**src/rtl/bitserial_mac_accum_if.sv**
```systemverilog
// Bus between the bit-plane multiplier array and the bit-serial MAC back end.
// Carries the plane beats in, and the finished dot products and framing errors out.
`default_nettype none

interface bitserial_mac_accum_if #(
  parameter int N_IN     = 32,
  parameter int IN_W     = 4,
  parameter int MAX_BITS = 8
);
  localparam int LOG2N = $clog2(N_IN);
  localparam int S_W   = IN_W + LOG2N;
  localparam int OUT_W = S_W + MAX_BITS + 1;

  logic                   in_valid;
  logic                   in_first;
  logic                   in_last;
  logic                   signed_mode;
  logic [N_IN*IN_W-1:0]   in_data;
  logic                   out_valid;
  logic [OUT_W-1:0]       out_data;
  logic                   proto_err;

  modport master (
    output in_valid, in_first, in_last, signed_mode, in_data,
    input  out_valid, out_data, proto_err
  );

  modport slave (
    input  in_valid, in_first, in_last, signed_mode, in_data,
    output out_valid, out_data, proto_err
  );
endinterface

`default_nettype wire

```
**src/rtl/bitserial_mac_accum.sv**
```systemverilog
// Bit-serial MAC back end: pipelined lane adder tree per bit-plane, followed by an
// MSB-first shift-accumulator producing one signed dot product per frame.
`default_nettype none

module bitserial_mac_accum #(
  parameter int N_IN     = 32,
  parameter int IN_W     = 4,
  parameter int MAX_BITS = 8
) (
  input  logic                  clk,
  input  logic                  rst_n,
  bitserial_mac_accum_if.slave  bus
);
  localparam int LOG2N = $clog2(N_IN);
  localparam int S_W   = IN_W + LOG2N;
  localparam int OUT_W = S_W + MAX_BITS + 1;
  localparam int CNT_W = $clog2(MAX_BITS + 1);

  localparam logic [1:0] ST_IDLE = 2'd0;
  localparam logic [1:0] ST_OPEN = 2'd1;
  localparam logic [1:0] ST_BAD  = 2'd2;

  // Level j holds N_IN>>j nodes of IN_W+j bits; level 0 is the raw input.
  for (genvar j = 0; j <= LOG2N; j++) begin : g_lvl
    localparam int W     = IN_W + j;
    localparam int NODES = N_IN >> j;
    logic [NODES*W-1:0] node;

    if (j == 0) begin : g_in
      assign node = bus.in_data;
    end else begin : g_add
      for (genvar k = 0; k < NODES; k++) begin : g_node
        logic [W-1:0] sum;
        always_ff @(posedge clk or negedge rst_n) begin
          if (!rst_n) begin
            sum <= '0;
          end else begin
            sum <= {1'b0, g_lvl[j-1].node[(2*k)*(W-1) +: W-1]}
                 + {1'b0, g_lvl[j-1].node[(2*k+1)*(W-1) +: W-1]};
          end
        end
        assign node[k*W +: W] = sum;
      end
    end
  end

  // {valid, first, last, signed_mode} aligned with the tree output.
  logic [3:0] flag_pipe [LOG2N];

  always_ff @(posedge clk or negedge rst_n) begin
    if (!rst_n) begin
      for (int i = 0; i < LOG2N; i++) flag_pipe[i] <= '0;
    end else begin
      flag_pipe[0] <= {bus.in_valid, bus.in_first, bus.in_last, bus.signed_mode};
      for (int i = 1; i < LOG2N; i++) flag_pipe[i] <= flag_pipe[i-1];
    end
  end

  logic             beat_valid;
  logic             beat_first;
  logic             beat_last;
  logic             beat_signed;
  logic [S_W-1:0]   plane;
  logic [OUT_W-1:0] plane_ext;

  assign {beat_valid, beat_first, beat_last, beat_signed} = flag_pipe[LOG2N-1];
  assign plane     = g_lvl[LOG2N].node;
  assign plane_ext = {{(OUT_W-S_W){1'b0}}, plane};

  logic [1:0]       state;
  logic [1:0]       state_nx;
  logic [OUT_W-1:0] acc;
  logic [OUT_W-1:0] acc_nx;
  logic [CNT_W-1:0] cnt;
  logic [CNT_W-1:0] cnt_nx;
  logic             done;
  logic             err;
  logic             res_valid;
  logic [OUT_W-1:0] res_data;
  logic             err_pulse;

  always_comb begin
    state_nx = state;
    acc_nx   = acc;
    cnt_nx   = cnt;
    done     = 1'b0;
    err      = 1'b0;
    if (beat_valid) begin
      if (beat_first) begin
        // A restart inside an open frame discards it; if this beat also closes,
        // the error wins so the result and the error never share a beat.
        err    = (state != ST_IDLE);
        acc_nx = beat_signed ? (~plane_ext + OUT_W'(1)) : plane_ext;
        cnt_nx = CNT_W'(1);
        if (beat_last) begin
          state_nx = ST_IDLE;
          done     = (state == ST_IDLE);
        end else begin
          state_nx = ST_OPEN;
        end
      end else begin
        case (state)
          ST_IDLE: err = 1'b1;
          ST_OPEN: begin
            if (cnt == CNT_W'(MAX_BITS)) begin
              err      = 1'b1;
              state_nx = beat_last ? ST_IDLE : ST_BAD;
            end else begin
              acc_nx = (acc << 1) + plane_ext;
              cnt_nx = cnt + CNT_W'(1);
              if (beat_last) begin
                done     = 1'b1;
                state_nx = ST_IDLE;
              end
            end
          end
          ST_BAD: begin
            if (beat_last) state_nx = ST_IDLE;
          end
          default: state_nx = ST_IDLE;
        endcase
      end
    end
  end

  always_ff @(posedge clk or negedge rst_n) begin
    if (!rst_n) begin
      state     <= ST_IDLE;
      acc       <= '0;
      cnt       <= '0;
      res_valid <= 1'b0;
      res_data  <= '0;
      err_pulse <= 1'b0;
    end else begin
      state     <= state_nx;
      acc       <= acc_nx;
      cnt       <= cnt_nx;
      res_valid <= done;
      err_pulse <= err;
      if (done) res_data <= acc_nx;
    end
  end

  assign bus.out_valid = res_valid;
  assign bus.out_data  = res_data;
  assign bus.proto_err = err_pulse;
endmodule

`default_nettype wire

```
**src/flat_wrapper.sv**
```systemverilog
// flat-port wrapper written by rule: the top's interface ports become plain ports
module bitserial_mac_accum_flat 
#(
  parameter int N_IN     = 32,
  parameter int IN_W     = 4,
  parameter int MAX_BITS = 8
)
  (clk, rst_n, bus_in_valid, bus_in_first, bus_in_last, bus_signed_mode, bus_in_data, bus_out_valid, bus_out_data, bus_proto_err);
  bitserial_mac_accum_if #(.N_IN(N_IN), .IN_W(IN_W), .MAX_BITS(MAX_BITS)) bus_i ();
  input  logic clk;
  input  logic rst_n;
  input wire logic [$bits(bus_i.in_valid)-1:0] bus_in_valid;
  input wire logic [$bits(bus_i.in_first)-1:0] bus_in_first;
  input wire logic [$bits(bus_i.in_last)-1:0] bus_in_last;
  input wire logic [$bits(bus_i.signed_mode)-1:0] bus_signed_mode;
  input wire logic [$bits(bus_i.in_data)-1:0] bus_in_data;
  output wire logic [$bits(bus_i.out_valid)-1:0] bus_out_valid;
  output wire logic [$bits(bus_i.out_data)-1:0] bus_out_data;
  output wire logic [$bits(bus_i.proto_err)-1:0] bus_proto_err;
  assign bus_i.in_valid = bus_in_valid;
  assign bus_i.in_first = bus_in_first;
  assign bus_i.in_last = bus_in_last;
  assign bus_i.signed_mode = bus_signed_mode;
  assign bus_i.in_data = bus_in_data;
  assign bus_out_valid = bus_i.out_valid;
  assign bus_out_data = bus_i.out_data;
  assign bus_proto_err = bus_i.proto_err;
  bitserial_mac_accum #(.N_IN(N_IN), .IN_W(IN_W), .MAX_BITS(MAX_BITS)) u_core (.clk(clk), .rst_n(rst_n), .bus(bus_i));
endmodule
```
**config.mk**
```make
export PLATFORM = sky130hd
export DESIGN_NAME = bitserial_mac_accum_flat
export DESIGN_NICKNAME = d
export VERILOG_FILES = /design/src/rtl/bitserial_mac_accum_if.sv /design/src/rtl/bitserial_mac_accum.sv /design/src/flat_wrapper.sv
export SDC_FILE = /design/constraint.sdc
export NUM_CORES = 1
export LEC_CHECK = 0
export BUFFER_PORTS_ARGS = -buffer_cell sky130_fd_sc_hd__buf_2
export CAP_MARGIN = 20
export CELL_PAD_IN_SITES_DETAIL_PLACEMENT = 0
export CELL_PAD_IN_SITES_GLOBAL_PLACEMENT = 1
export CORE_ASPECT_RATIO = 0.9
export CORE_MARGIN = 4
export CORE_UTILIZATION = 47
export CTS_CLUSTER_SIZE = 20
export DETAILED_ROUTE_END_ITERATION = 16
export PLACE_DENSITY = 0.8
export SYNTH_ARGS = -nofsm -noshare
export SYNTH_HDL_FRONTEND = slang
export SYNTH_SLANG_ARGS = --single-unit
```
**constraint.sdc**
```tcl
create_clock -name clk -period 2.7 [get_ports clk]
set_clock_uncertainty 0.15 [all_clocks]
set_input_delay 0.135 -clock clk [delete_from_list [all_inputs] [get_ports clk]]
set_output_delay 0.135 -clock clk [all_outputs]
set_load 0.005 [all_outputs]
```
== Yosys cells after proc, flatten, opt, wreduce, memory -nomap -nowiden ==
Cells that the tools add are included.

* Output and inout bits: 20
* Register bits after elaboration: 245
* Logic and storage cells: 111
* Bits of input ports: 134

* Bitwise logic cells: 1
* Add/subtract/negate cells: 34
* Multiplexer cells: 24
* Reductions and logical operators: 5
* Equal/unequal tests: 5

{| class="wikitable"
|+ Operators by type and width
! operator !! count
|-
| 2-to-1 mux 18 bit || 5
|-
| adder 4 x 4 -> 5 bit || 16
|-
| adder 5 x 5 -> 6 bit || 8
|-
| adder 6 x 6 -> 7 bit || 4
|-
| adder 18 x 1 -> 18 bit, second input constant || 1
|-
| adder 18 x 9 -> 18 bit || 1
|-
| NOT 9 -> 18 bit || 1
|-
| adder 7 x 7 -> 8 bit || 2
|-
| 2-to-1 mux 4 bit || 3
|-
| 2-to-1 mux 1 bit || 10
|-
| adder 8 x 8 -> 9 bit || 1
|-
| 2-to-1 mux 2 bit || 4
|-
| one-hot mux 2 bit (3 select lines) || 1
|-
| adder 4 x 1 -> 4 bit, second input constant || 1
|-
| equality test 4 bit, second input constant || 1
|-
| inequality test 2 x 1 -> 1 bit, second input constant || 2
|-
| nonzero test 2 bit || 2
|-
| AND reduction 3 bit || 1
|-
| equality test 2 x 1 -> 1 bit, second input constant || 1
|-
| equality test 2 bit, second input constant || 1
|-
| zero test 2 bit || 1
|-
| one-hot mux 1 bit (2 select lines) || 1
|-
| AND reduction 2 bit || 1
|}

== Logic depth before layout (Yosys ltp) ==
Gate-level depths: netlist (run 1).

* Depth in word-level cells: 5
* Depth in mapped cells: 10
* Gate-level depth less buffers: 10

== Least setup slack after synthesis (run 1) ==
Ideal clock, no wire load.

* Path type: flip-flop to flip-flop
* From: register u_core.g_lvl[5].g_add.g_node[0].sum[1]
* To: register u_core.res_data[15], in the netlist u_core.bus.out_data[15]
* Slack: 0.193 ns
* Period minus slack after synthesis: 2.507 ns
* Buffers on the path: 0
* Cell stages (with the launch flop): 9
* Setup time: 0.065 ns
* Data arrival time: 2.292 ns
* Required time: 2.485 ns
* Cell sequence: dfrtp_1 -> ha_1 -> fa_1 -> a21o_1 -> a21o_1 -> a21oi_1 -> o21ai_0 -> a211oi_1 -> o22a_1

* Cells in the longest elaborated chain, start to end: 5
* Elaborated cells between the ends (all ways): 8
* Those cells by class: 2 x add/sub; 5 x mux; 1 x bitwise

{| class="wikitable"
|+ RTL lines
! element !! line !! text
|-
| start: declaration || bitserial_mac_accum.sv:33 || <nowiki>logic [W-1:0] sum;</nowiki>
|-
| start signal: assignment || bitserial_mac_accum.sv:38 || <nowiki>sum <= {1'b0, g_lvl[j-1].node[(2*k)*(W-1) +: W-1]}</nowiki>
|-
| adder 18 x 9 -> 18 bit or NOT 9 -> 18 bit (tied branches) || bitserial_mac_accum.sv:109, bitserial_mac_accum.sv:93 ||
|-
| 2-to-1 mux 18 bit or adder 18 x 1 -> 18 bit (tied branches) || bitserial_mac_accum.sv:105, bitserial_mac_accum.sv:93 ||
|-
| 2-to-1 mux 18 bit (on tied branches) || bitserial_mac_accum.sv:102, bitserial_mac_accum.sv:93 ||
|-
| 2-to-1 mux 18 bit * || bitserial_mac_accum.sv:89 || <nowiki>if (beat_first) begin</nowiki>
|-
| 2-to-1 mux 18 bit * || bitserial_mac_accum.sv:88 || <nowiki>if (beat_valid) begin</nowiki>
|-
| end signal: assignment || bitserial_mac_accum.sv:140 || <nowiki>if (done) res_data <= acc_nx;</nowiki>
|-
| end: declaration || bitserial_mac_accum.sv:79 || <nowiki>logic [OUT_W-1:0] res_data;</nowiki>
|}

Every way passes the cells marked *; elsewhere a longest branch is shown, timed or not.
A chain may end at the register's enable or synchronous reset.

== Final worst setup path (run 1) ==
* From: register u_core.g_lvl[5].g_add.g_node[0].sum[1]
* To: register u_core.res_data[7], in the netlist u_core.bus.out_data[7]

Same word-level chain as after synthesis.

==> results of run 1 <==
repair_timing:
action / in CTS / in global routing
hold buffers: 197 / 0
setup endpoints to repair: 0 / 3
endpoints found under the hold margin: 329 / 0
resized for setup: 0 / 1
flip-flops by register name, indices dropped and copies added, names as in the netlist:
signal and cells:
u_core.bus.out_valid 1, u_core.beat_first 1, u_core.g_lvl.g_add.g_node.sum 181, u_core.flag_pipe 16, u_core.beat_last 1, u_core.cnt 4
u_core.bus.proto_err 1, u_core.acc 18, u_core.beat_valid 1, u_core.bus.out_data 18, u_core.beat_signed 1, u_core.state 2
worst max-delay path, delay by kind of cell, from the launching register on:
kind / cells / cell delay, ns
AO/OA/AOI/OAI: 4 / 0.80
adder cells (fa/ha/maj): 2 / 0.65
flip-flops: 1 / 0.40
multiplexers: 1 / 0.27
AND/OR/NAND/NOR: 1 / 0.15
final timing paths:
kind	from	endpoint	slack (ns)	depth (start not counted)
min	rst_n	u_core.bus.out_valid	0.02	2
max in group asynchronous	rst_n	u_core.g_lvl[1].g_add.g_node[0].sum[1]	1.64	3
min reg2reg	u_core.flag_pipe[16]	u_core.flag_pipe[12]	0.20	0
max	u_core.g_lvl[5].g_add.g_node[0].sum[1]	u_core.bus.out_data[7]	0.16	8
max reg2reg	u_core.g_lvl[5].g_add.g_node[0].sum[1]	u_core.bus.out_data[7]	0.16	8
min in group clk	bus_in_valid	u_core.flag_pipe[19]	0.10	2
synth_stat cells, drive strengths merged, types with 6 or more instances:
cell type	count	area share (%)
a21oi	70	2.7
o21a	6	0.35
a211oi	7	0.41
ha	165	16
a21o	55	3.2
xnor2	88	6.0
buf	7	0.39
nor2	39	1.1
o21ai	59	2.3
inv	155	4.5
nand2b	25	1.2
o21bai	9	0.52
mux2	11	0.99
nor2b	29	1.4
nand2	18	0.52
fa	32	5.0
xor2	10	0.68
o211ai	8	0.47
dfrtp	245	48
cells by family (layout without fill, tap and decap cells):
| group | Yosys count | after routing |
|---|---|---|
| adder cells (fa/ha/maj) | 197 | 197 |
| XOR/XNOR | 98 | 98 |
| buffers and inverters | 167 | 575 |
| AND/OR/NAND/NOR | 144 | 144 |
| flip-flops | 245 | 245 |
| multiplexers | 16 | 16 |
| AO/OA/AOI/OAI | 249 | 249 |
cell type report:
class | instances | area [um^2]
repair buffers | 369 | 2930
multi-input cells | 704 | 6110
well taps | 354 | 443
fillers | 2082 | 9900
flip-flops and latches | 245 | 6130
clock buffers | 45 | 856
clock inverters | 6 | 80.1
inverters | 155 | 582
layout by cell type, fill, tap and decap left out, drive strengths merged, types with 3 or more instances in the layout:
cell         netlist  final
a21o              55     55
o21ai             59     59
or4                5      5
inv              155    155
mux2i              5      5
a22oi              3      3
nand2             18     18
clkbuf             5     45
nand2b            25     25
o22a               4      4
a21oi             70     70
clkinv             0      4
buf                7    172
xnor2             88     88
o31ai              4      4
o21bai             9      9
and2               3      3
o211ai             8      8
ha               165    165
nor2b             29     29
nor3               5      5
o21a               6      6
dlygate4sd3        0    197
a21boi             5      5
xor2              10     10
dfrtp            245    245
o22ai              5      5
fa                32     32
nor3b              4      4
mux2              11     11
a211oi             7      7
nor2              39     39
per-layer routing:
metal  vias to the layer above  global-route usage [%]  routed length, um
met3                        36                    2.61               1060
met2                       167                    29.4              12200
met1                      4326                    22.3              11000
met4                         0                    4.16                560
li1                       4537                       -                  -
met5                         -                       0                  0
per-stage QoR:
stage | power (mW) | utilization (%) | cells
floorplan | 9.87 | - | 1116
global placement | 11.3 | 52.6 | 1630
detailed placement | 11.4 | 52.6 | 1630
CTS | 15.6 | 63.4 | 1878
global route | 16.8 | 63.4 | 1878
finish | 15.4 | 63.4 | 1878
report_power, final:
group | switching [mW] | total (mW) | internal [mW]
sequential | 0.649 | 5.52 | 4.87
clock | 1.40 | 3.74 | 2.34
combinational | 2.95 | 6.16 | 3.21
==> impl_metrics.yaml, run 1 <==
worst_setup_path:
  slowest_stage: "fa_1"
  path_class: "register to register"
  cp-end-kind: "register"
  cpPeakStageDelay_ns: 0.41
  crit_fanout: 4
  path_cells: "ha_1, fa_1, a21o_1, a21o_1, a211oi_1, or4_1, o211ai_1, mux2_2"
  crit_path_frequent_cell: "a21o_1"
  cp.arrival_ns: 2.79
  cp-start-kind: "register"
  cp_data_required_time_ns: 2.95
synth:
  synth_edf_count: 0
  ys_seq_elements: 245
  syn_nets: 1447
  ys.flop_type: "dfrtp_1"
  yosysUniqueCellTypes: 59
  syn_inst: 1116
  synth_area_per_cell_um2: 11.5
  synth_compound_area_share_pct: 12.2
  synth.mux.area_fraction_pct: 1.38
  yosysSeqAreaShare_pct: 47.6
  yosys.area_share.adder_pct: 21.0
  syn_area_mm2: 0.0129
  yosys_warnings: 0
  synth-simple-area-share_pct: 6.17
  synth-xor-area-share_pct: 6.66
  async_flop_share_pct: 100
  synth_top_family_by_area: "adder cells"
timing:
  hold_ws_ns: 0.0212
  fmaxAchievable_ghz: 0.394
  slew_viol_final: 0
  finalSetupViolations: 0
  rsz0062_at_grt: "no"
  slew_headroom_pct: 63.3
  fin_crit_sh_pct: 94.1
  tightest_slew_ns: 0.550
  period_needed_ns: 2.54
  hold_violations: 0
  final.setup.worst_slack_ns: 0.160
  tns_ns: 0
floorplan:
  io_pins: 154
  rows: 57
  die_y_um: 165
  core-area_mm2: 0.0270
  start_util_pct: 47.7
  dieArea_mm2: 0.0301
  die_w_um: 183
global_routing:
  grt_pass1_vias: 9364
  track_usage_pct: 16.8
  grt_max_degree: 72
  antenna_found_initial: 0
  gr-total-overflow: 0
  grt_pass1_wl_um: 42700
drt:
  drc: 0
  drtAntennaViolNets: 0
  viasPerCell: 4.83
  dr.pass1.iters: 4
  num_vias: 9066
  drt_first_iter_violations: 389
  drt-total-wl_um: 24800
  wl_per_cell_um: 13.2
clock_tree:
  clkTransAtPathRegs_ns: 0.06
  cts_made_buffers: 28
  cts.path.max_buffers: 3
  cts_tree: "yes"
  root_buffer: "clkbuf_16"
  h-tree-depth: 1
  cts.sinks: 245
  clock_latency_ns: 0.53
  post_cts_buffers: 0
cells_and_area:
  area_delta_synth_final_pct: 32.9
  nNetsFinal: 1834
  antenna_cells: 0
  design_area_mm2: 0.0171
  final_layout_size_suffix_gt1_share_pct: 15.2
power_and_ir_drop:
  irDropWorstVdd_mv: 0.630
  powerDensity_mw_per_mm2: 900
  leakagePower_nw: 8.60
hold_path:
  hold_class: "primary input to async pin"
placement:
  dp_hpwl_um: 16800
  place_area_mm2: 0.0142
  port_buffers: 153
  place.gp.congestion: 0.865
  detailedPlace.worstSlack_ns: 0.0788
status:
  run_status: "completed"
run:
  cap_violations: 0
Power figures use the tool's default switching activity.
==> run 2: changes to the inputs <==
--- a/config.mk
+++ b/config.mk
@@ -10,11 +10,11 @@
 export CELL_PAD_IN_SITES_DETAIL_PLACEMENT = 0
 export CELL_PAD_IN_SITES_GLOBAL_PLACEMENT = 1
 export CORE_ASPECT_RATIO = 0.9
-export CORE_MARGIN = 4
+export CORE_MARGIN = 2
 export CORE_UTILIZATION = 47
 export CTS_CLUSTER_SIZE = 20
 export DETAILED_ROUTE_END_ITERATION = 16
-export PLACE_DENSITY = 0.8
+export PLACE_DENSITY_LB_ADDON = 0.2
 export SYNTH_ARGS = -nofsm -noshare
 export SYNTH_HDL_FRONTEND = slang
 export SYNTH_SLANG_ARGS = --single-unit
==> run 2 against run 1 <==
  * Sequential share of layout area is 0.089 points higher
  * Non-clock buffer count is 2 lower
  * Die area is 4.6% lower
  * Sequential power hardly changed
  * Clock power is 3% lower
  * Critical path type unchanged
  * Largest cell class unchanged
==> impl_metrics.yaml, run 2 (synthesis gave the netlist of run 1 again) <==
power_and_ir_drop:
  powerDensity_mw_per_mm2: 897
  internal_power_mw: 10.2
  p_clk_share_pct: 23.6
  total_power_mw: 15.3
  seqPwrFrac_pct: 36.0
  irDropWorstVdd_mv: 0.561
  combinationalPowerShare_pct: 40.5
  p_sw_share_pct: 33.3
  leakagePower_nw: 8.57
  p_sw_mw: 5.10
global_routing:
  gr-max-usage-layer: "met2"
  grt_max_degree: 84
  gr-usage-met1_pct: 24.7
  gr-total-overflow: 0
  grt_pass1_wl_um: 43600
  met3_usage_pct: 2.71
  grt_pass1_vias: 9401
  antenna_found_initial: 0
  track_usage_pct: 18.4
  met2_usage_pct: 31.7
worst_setup_path:
  crit_path_frequent_cell: "a21o_1"
  startpoint: "u_core.g_lvl[5].g_add.g_node[0].sum[1]"
  reg2reg_from: "u_core.g_lvl[5].g_add.g_node[0].sum[1]"
  path_class: "register to register"
  cp_top_family: "compound AO/OA/AOI/OAI gates"
  slowest_stage: "fa_1"
  path_cells: "ha_1, fa_1, a21o_1, a21o_1, a21oi_2, buf_4, o21a_1, o221ai_1, a21oi_1"
  crit_fanout: 7
  cp.arrival_ns: 2.85
  cp-end-kind: "register"
  cp-start-kind: "register"
  cpPeakStageDelay_ns: 0.42
  cp_data_required_time_ns: 3.00
  path_buf_inv: 1
placement:
  place.gp.congestion: 0.856
  place_inst: 1628
  dp_hpwl_um: 16700
  place_area_mm2: 0.0142
  port_buffers: 153
status:
  run_status: "completed"
timing:
  tightest_slew_ns: 0.654
  fmaxAchievable_ghz: 0.392
  slew_viol_final: 0
  tns_ns: 0
  fin_crit_sh_pct: 94.4
  period_needed_ns: 2.55
  rsz0062_at_grt: "no"
  finalSetupViolations: 0
  hold_violations: 0
  slew_headroom_pct: 56.4
  hold_ws_ns: 0.0434
cells_and_area:
  mostFrequentLayoutCells: "245 x dfrtp_1, 197 x dlygate4sd3_1, 165 x ha_1, 155 x inv_1, 152 x buf_2"
  fin_cells: 1875
  area_delta_synth_final_pct: 32.6
  design_area_mm2: 0.0171
  fill_cells: 2142
  final_layout_size_suffix_gt1_share_pct: 15.3
  antenna_cells: 0
  layout_commonest_cell: "dfrtp_1"
  largest_reg_flops: 181
  largest_register: "u_core.g_lvl.g_add.g_node.sum"
  nNetsFinal: 1831
floorplan:
  die_y_um: 161
  dieArea_mm2: 0.0288
  core-area_mm2: 0.0270
  start_util_pct: 47.8
  die_w_um: 179
  rows: 57
  io_pins: 154
drt:
  num_vias: 8999
  drtAntennaViolNets: 0
  viasPerCell: 4.80
  drt-total-wl_um: 24700
  drc: 0
  dr.pass1.iters: 4
  wl_per_cell_um: 13.2
  drt_first_iter_violations: 391
clock_tree:
  clock_latency_ns: 0.53
  cts_made_buffers: 27
  cts_tree: "yes"
  clkTransAtPathRegs_ns: 0.06
  cts.path.max_buffers: 3
  root_buffer: "clkbuf_16"
  h-tree-depth: 1
  cts.sinks: 245
hold_path:
  hold_class: "primary input to async pin"
run:
  cap_violations: 0
## run 2: worst reg2reg max path, stage by stage (launching register included)
cell	delay, ns
dfrtp_1	0.40
ha_1	0.23
fa_1	0.42
a21o_1	0.21
a21o_1	0.23
a21oi_2	0.22
buf_4	0.18
o21a_1	0.13
o221ai_1	0.14
a21oi_1	0.16
## run 2: worst paths after layout
check	to	slack, ns	cells past startpoint
worst min-delay path	u_core.beat_last	0.04	2
worst max register to register	u_core.bus.out_data[17]	0.15	9
min in group clk	u_core.flag_pipe[18]	0.10	2
max in group asynchronous	u_core.g_lvl[1].g_add.g_node[12].sum[3]	1.53	3
worst min register to register	u_core.beat_last	0.20	0
worst max-delay path	u_core.bus.out_data[17]	0.15	9
## run 2: timing repair
action | in CTS | in global routing
endpoints found under the setup margin | 0 | 10
gates resized for setup | 0 | 2
hold buffers | 197 | 0
buffers inserted | 0 | 0
endpoints found under the hold margin | 302 | 0
## run 2: layer usage
metal / routed length [um] / part of all wire [%]
met1: 11200 / 45
met2: 12100 / 49
met3: 1000 / 4.0
met4: 420 / 1.7
met5: 0 / 0
## run 2: final cells by class
| cell class | instances | area (um^2) | area share [%] |
|---|---|---|---|
| Sequential cell | 245 | 6130 | 35.9 |
| Timing Repair Buffer | 367 | 2930 | 17.1 |
| Multi-Input combinational cell | 704 | 6110 | 35.8 |
| Clock inverter | 9 | 82.6 | 0.483 |
| Clock buffer | 41 | 808 | 4.73 |
| Inverter | 155 | 582 | 3.41 |
| Tap cell | 354 | 443 | 2.59 |
## run 2: per-stage QoR
stage               setup WS (ns)  util, %
floorplan                   0.193        -
global placement            0.147     52.7
detailed placement         0.0976     52.7
CTS                        0.0592     63.3
global route              0.00887     63.4
finish                      0.151     63.4
## run 2: power groups by stage
stage                     clock, mW  sequential (mW)  combinational, mW
after floorplan                   0             5.36               4.51
after global placement            0             5.58               5.70
after detailed placement          0             5.58               5.79
after CTS                      3.73             5.54               6.24
after global routing           3.87             5.65               7.15
final                          3.61             5.51               6.21
==> run 3: changes to the inputs <==
--- a/config.mk
+++ b/config.mk
@@ -15,6 +15,7 @@
 export CTS_CLUSTER_SIZE = 20
 export DETAILED_ROUTE_END_ITERATION = 16
 export PLACE_DENSITY_LB_ADDON = 0.2
+export RECOVER_POWER = 100
 export SYNTH_ARGS = -nofsm -noshare
 export SYNTH_HDL_FRONTEND = slang
 export SYNTH_SLANG_ARGS = --single-unit
==> run 3 against run 2 <==
  * Clock-buffer cell count did not move
  * Worst setup slack got worse by 0.0017 ns
  * Combinational power barely moved
  * Worst hold slack improved by 0.058 ns
  * The run now ends with capacitance limit, slew limit left
  * Critical endpoint is now u_core.bus.out_data[15]
  * Final cell count did not move
  * Critical path type unchanged
  * Maximum frequency barely moved
  * Non-clock buffer count did not move
  * Register-to-register slack barely moved
  * Wire length rose by 0.13%
  * Global-route usage did not move
  * Sequential share of layout area rose by 0.12 points
  * Flip-flop and latch count did not move
==> impl_metrics.yaml, run 3 (synthesis gave the netlist of run 1 again) <==
timing:
  hold_violations: 0
  slew_headroom_pct: -28.7
  final.setup.worst_slack_ns: 0.149
  tightest_slew_ns: 1.93
  period_needed_ns: 2.55
  slew_viol_final: 81
  fin_crit_sh_pct: 94.5
  tns_ns: 0
  rsz0062_at_grt: "no"
  fmaxAchievable_ghz: 0.392
  finalSetupViolations: 0
clock_tree:
  clock_latency_ns: 0.53
  cts.path.max_buffers: 3
  h-tree-depth: 1
  cts_made_buffers: 27
  cts.sinks: 245
  cts_tree: "yes"
  clkTransAtPathRegs_ns: 0.06
  root_buffer: "clkbuf_16"
worst_setup_path:
  cp.arrival_ns: 2.87
  path_buf_inv: 0
  crit_path_frequent_cell: "a21o_1"
  path_class: "register to register"
  slowest_stage: "fa_1"
  path_cells: "ha_1, fa_1, a21o_1, a21o_1, a21oi_2, o21ai_0, a211oi_1, o22a_1"
  worst_r2r_path_depth: 8
  reg2reg_from: "u_core.g_lvl[5].g_add.g_node[0].sum[1]"
  cpPeakStageDelay_ns: 0.42
  startpoint: "u_core.g_lvl[5].g_add.g_node[0].sum[1]"
  cp-start-kind: "register"
  cp_data_required_time_ns: 3.02
  path_depth: 8
  cp_top_family: "compound AO/OA/AOI/OAI gates"
  crit_fanout: 4
  cp-end-kind: "register"
placement:
  detailedPlace.worstSlack_ns: 0.0976
  dp_hpwl_um: 16700
  place.gp.congestion: 0.856
  port_buffers: 153
status:
  run_status: "complete, but fails checks"
  violations: "capacitance limit, slew limit"
power_and_ir_drop:
  p_sw_share_pct: 33.4
  p_sw_mw: 5.11
  irDropWorstVdd_mv: 0.562
  leakagePower_nw: 8.46
  combinationalPowerShare_pct: 40.4
  seqPwrFrac_pct: 36.0
  powerDensity_mw_per_mm2: 899
  internal_power_mw: 10.2
  p_clk_share_pct: 23.6
floorplan:
  die_y_um: 161
  die_w_um: 179
  dieArea_mm2: 0.0288
  start_util_pct: 47.8
  io_pins: 154
  core-area_mm2: 0.0270
  rows: 57
global_routing:
  gr-total-overflow: 0
  track_usage_pct: 18.4
  grt_max_degree: 84
  grt_pass1_vias: 9401
  grt_pass1_wl_um: 43600
  antenna_found_initial: 0
cells_and_area:
  regArea_mm2: 0.00613
  antenna_cells: 0
  mostFrequentLayoutCells: "245 x dfrtp_1, 197 x dlygate4sd3_1, 165 x ha_1, 155 x inv_1, 123 x buf_2"
  fill_cells: 2160
  largest_register: "u_core.g_lvl.g_add.g_node.sum"
  area_delta_synth_final_pct: 32.1
  largest_reg_flops: 181
  nNetsFinal: 1831
  utilization_pct: 63.2
  final_layout_size_suffix_gt1_share_pct: 13.1
  multi_input_area_mm2: 0.00611
  layout_commonest_cell: "dfrtp_1"
drt:
  drtAntennaViolNets: 0
  num_vias: 9002
  drt_first_iter_violations: 382
  drc: 0
  drt-total-wl_um: 24800
  wl_per_cell_um: 13.2
  dr.pass1.iters: 4
  viasPerCell: 4.80
hold_path:
  hold_depth: 2
  hold_class: "primary input to register"
  hold_start: "bus_in_first"
run:
  cap_violations: 1
-- run 3: cell count changes in the layout (fill, tap and decap cells not counted) --
cell      before  now
buf_4         13   10
and2_1         3    2
buf_1          0    1
and2_0         0    1
buf_2        152  123
clkbuf_2       0    1
clkbuf_1       6   37
buf_8          1    0
-- run 3: per-stage QoR --
| stage | hold slack [ns] | instances | power, mW | area (um^2) |
|---|---|---|---|---|
| 2_1_floorplan | -0.311 | 1116 | 9.87 | 12900 |
| 3_3_place_gp | 0.0406 | 1628 | 11.3 | 14200 |
| 3_5_place_dp | 0.0375 | 1628 | 11.4 | 14200 |
| 4_1_cts | 0.0603 | 1875 | 15.5 | 17100 |
| 5_1_grt | 0.0824 | 1875 | 16.7 | 17000 |
| 6_report | 0.101 | 1875 | 15.3 | 17000 |
-- run 3: worst register-to-register path: cells and delay by family (launching register included) --
| kind | cells | cell delay [ns] |
|---|---|---|
| adders and majority gates | 2 | 0.65 |
| DFF | 1 | 0.40 |
| AOI/OAI and AO/OA | 6 | 1.29 |
-- run 3: cell type report --
cell class,count,area share (%)
clock inverters,9,0.485
flip-flops and latches,245,36.0
inverters,155,3.42
well taps,354,2.60
multi-input cells,704,35.9
clock buffers,41,4.75
repair buffers,367,16.8
-- run 3: worst paths after layout --
path                                                           endpoint  slack, ns
worst max-delay path                            u_core.bus.out_data[15]       0.15
worst min-delay path                               u_core.flag_pipe[18]       0.10
worst max register to register                  u_core.bus.out_data[15]       0.15
worst min register to register                         u_core.beat_last       0.20
max in group asynchronous       u_core.g_lvl[1].g_add.g_node[12].sum[3]       0.59
min in group asynchronous                              u_core.beat_last       0.56
-- run 3: repair_timing --
action                                 4_1_cts  5_1_grt
resized for setup                            0        2
hold buffers                               197        0
setup buffers                                0        0
setup endpoints to repair                    0       10
endpoints found under the hold margin      302        0
-- run 3: power groups by stage --
stage	clock network, mW	registers (mW)	logic, mW
finish	3.61	5.52	6.18
global route	3.87	5.66	7.13
CTS	3.73	5.54	6.24
floorplan	0	5.36	4.51
global placement	0	5.58	5.70
detailed placement	0	5.58	5.79
-- run 3: per-layer routing --
metal | vias up | part of all wire (%) | GRT usage, %
met5 | - | 0 | 0
met1 | 4259 | 45 | 24.7
met4 | 0 | 1.7 | 3.84
met3 | 32 | 4.2 | 2.71
li1 | 4539 | - | -
met2 | 172 | 49 | 31.7
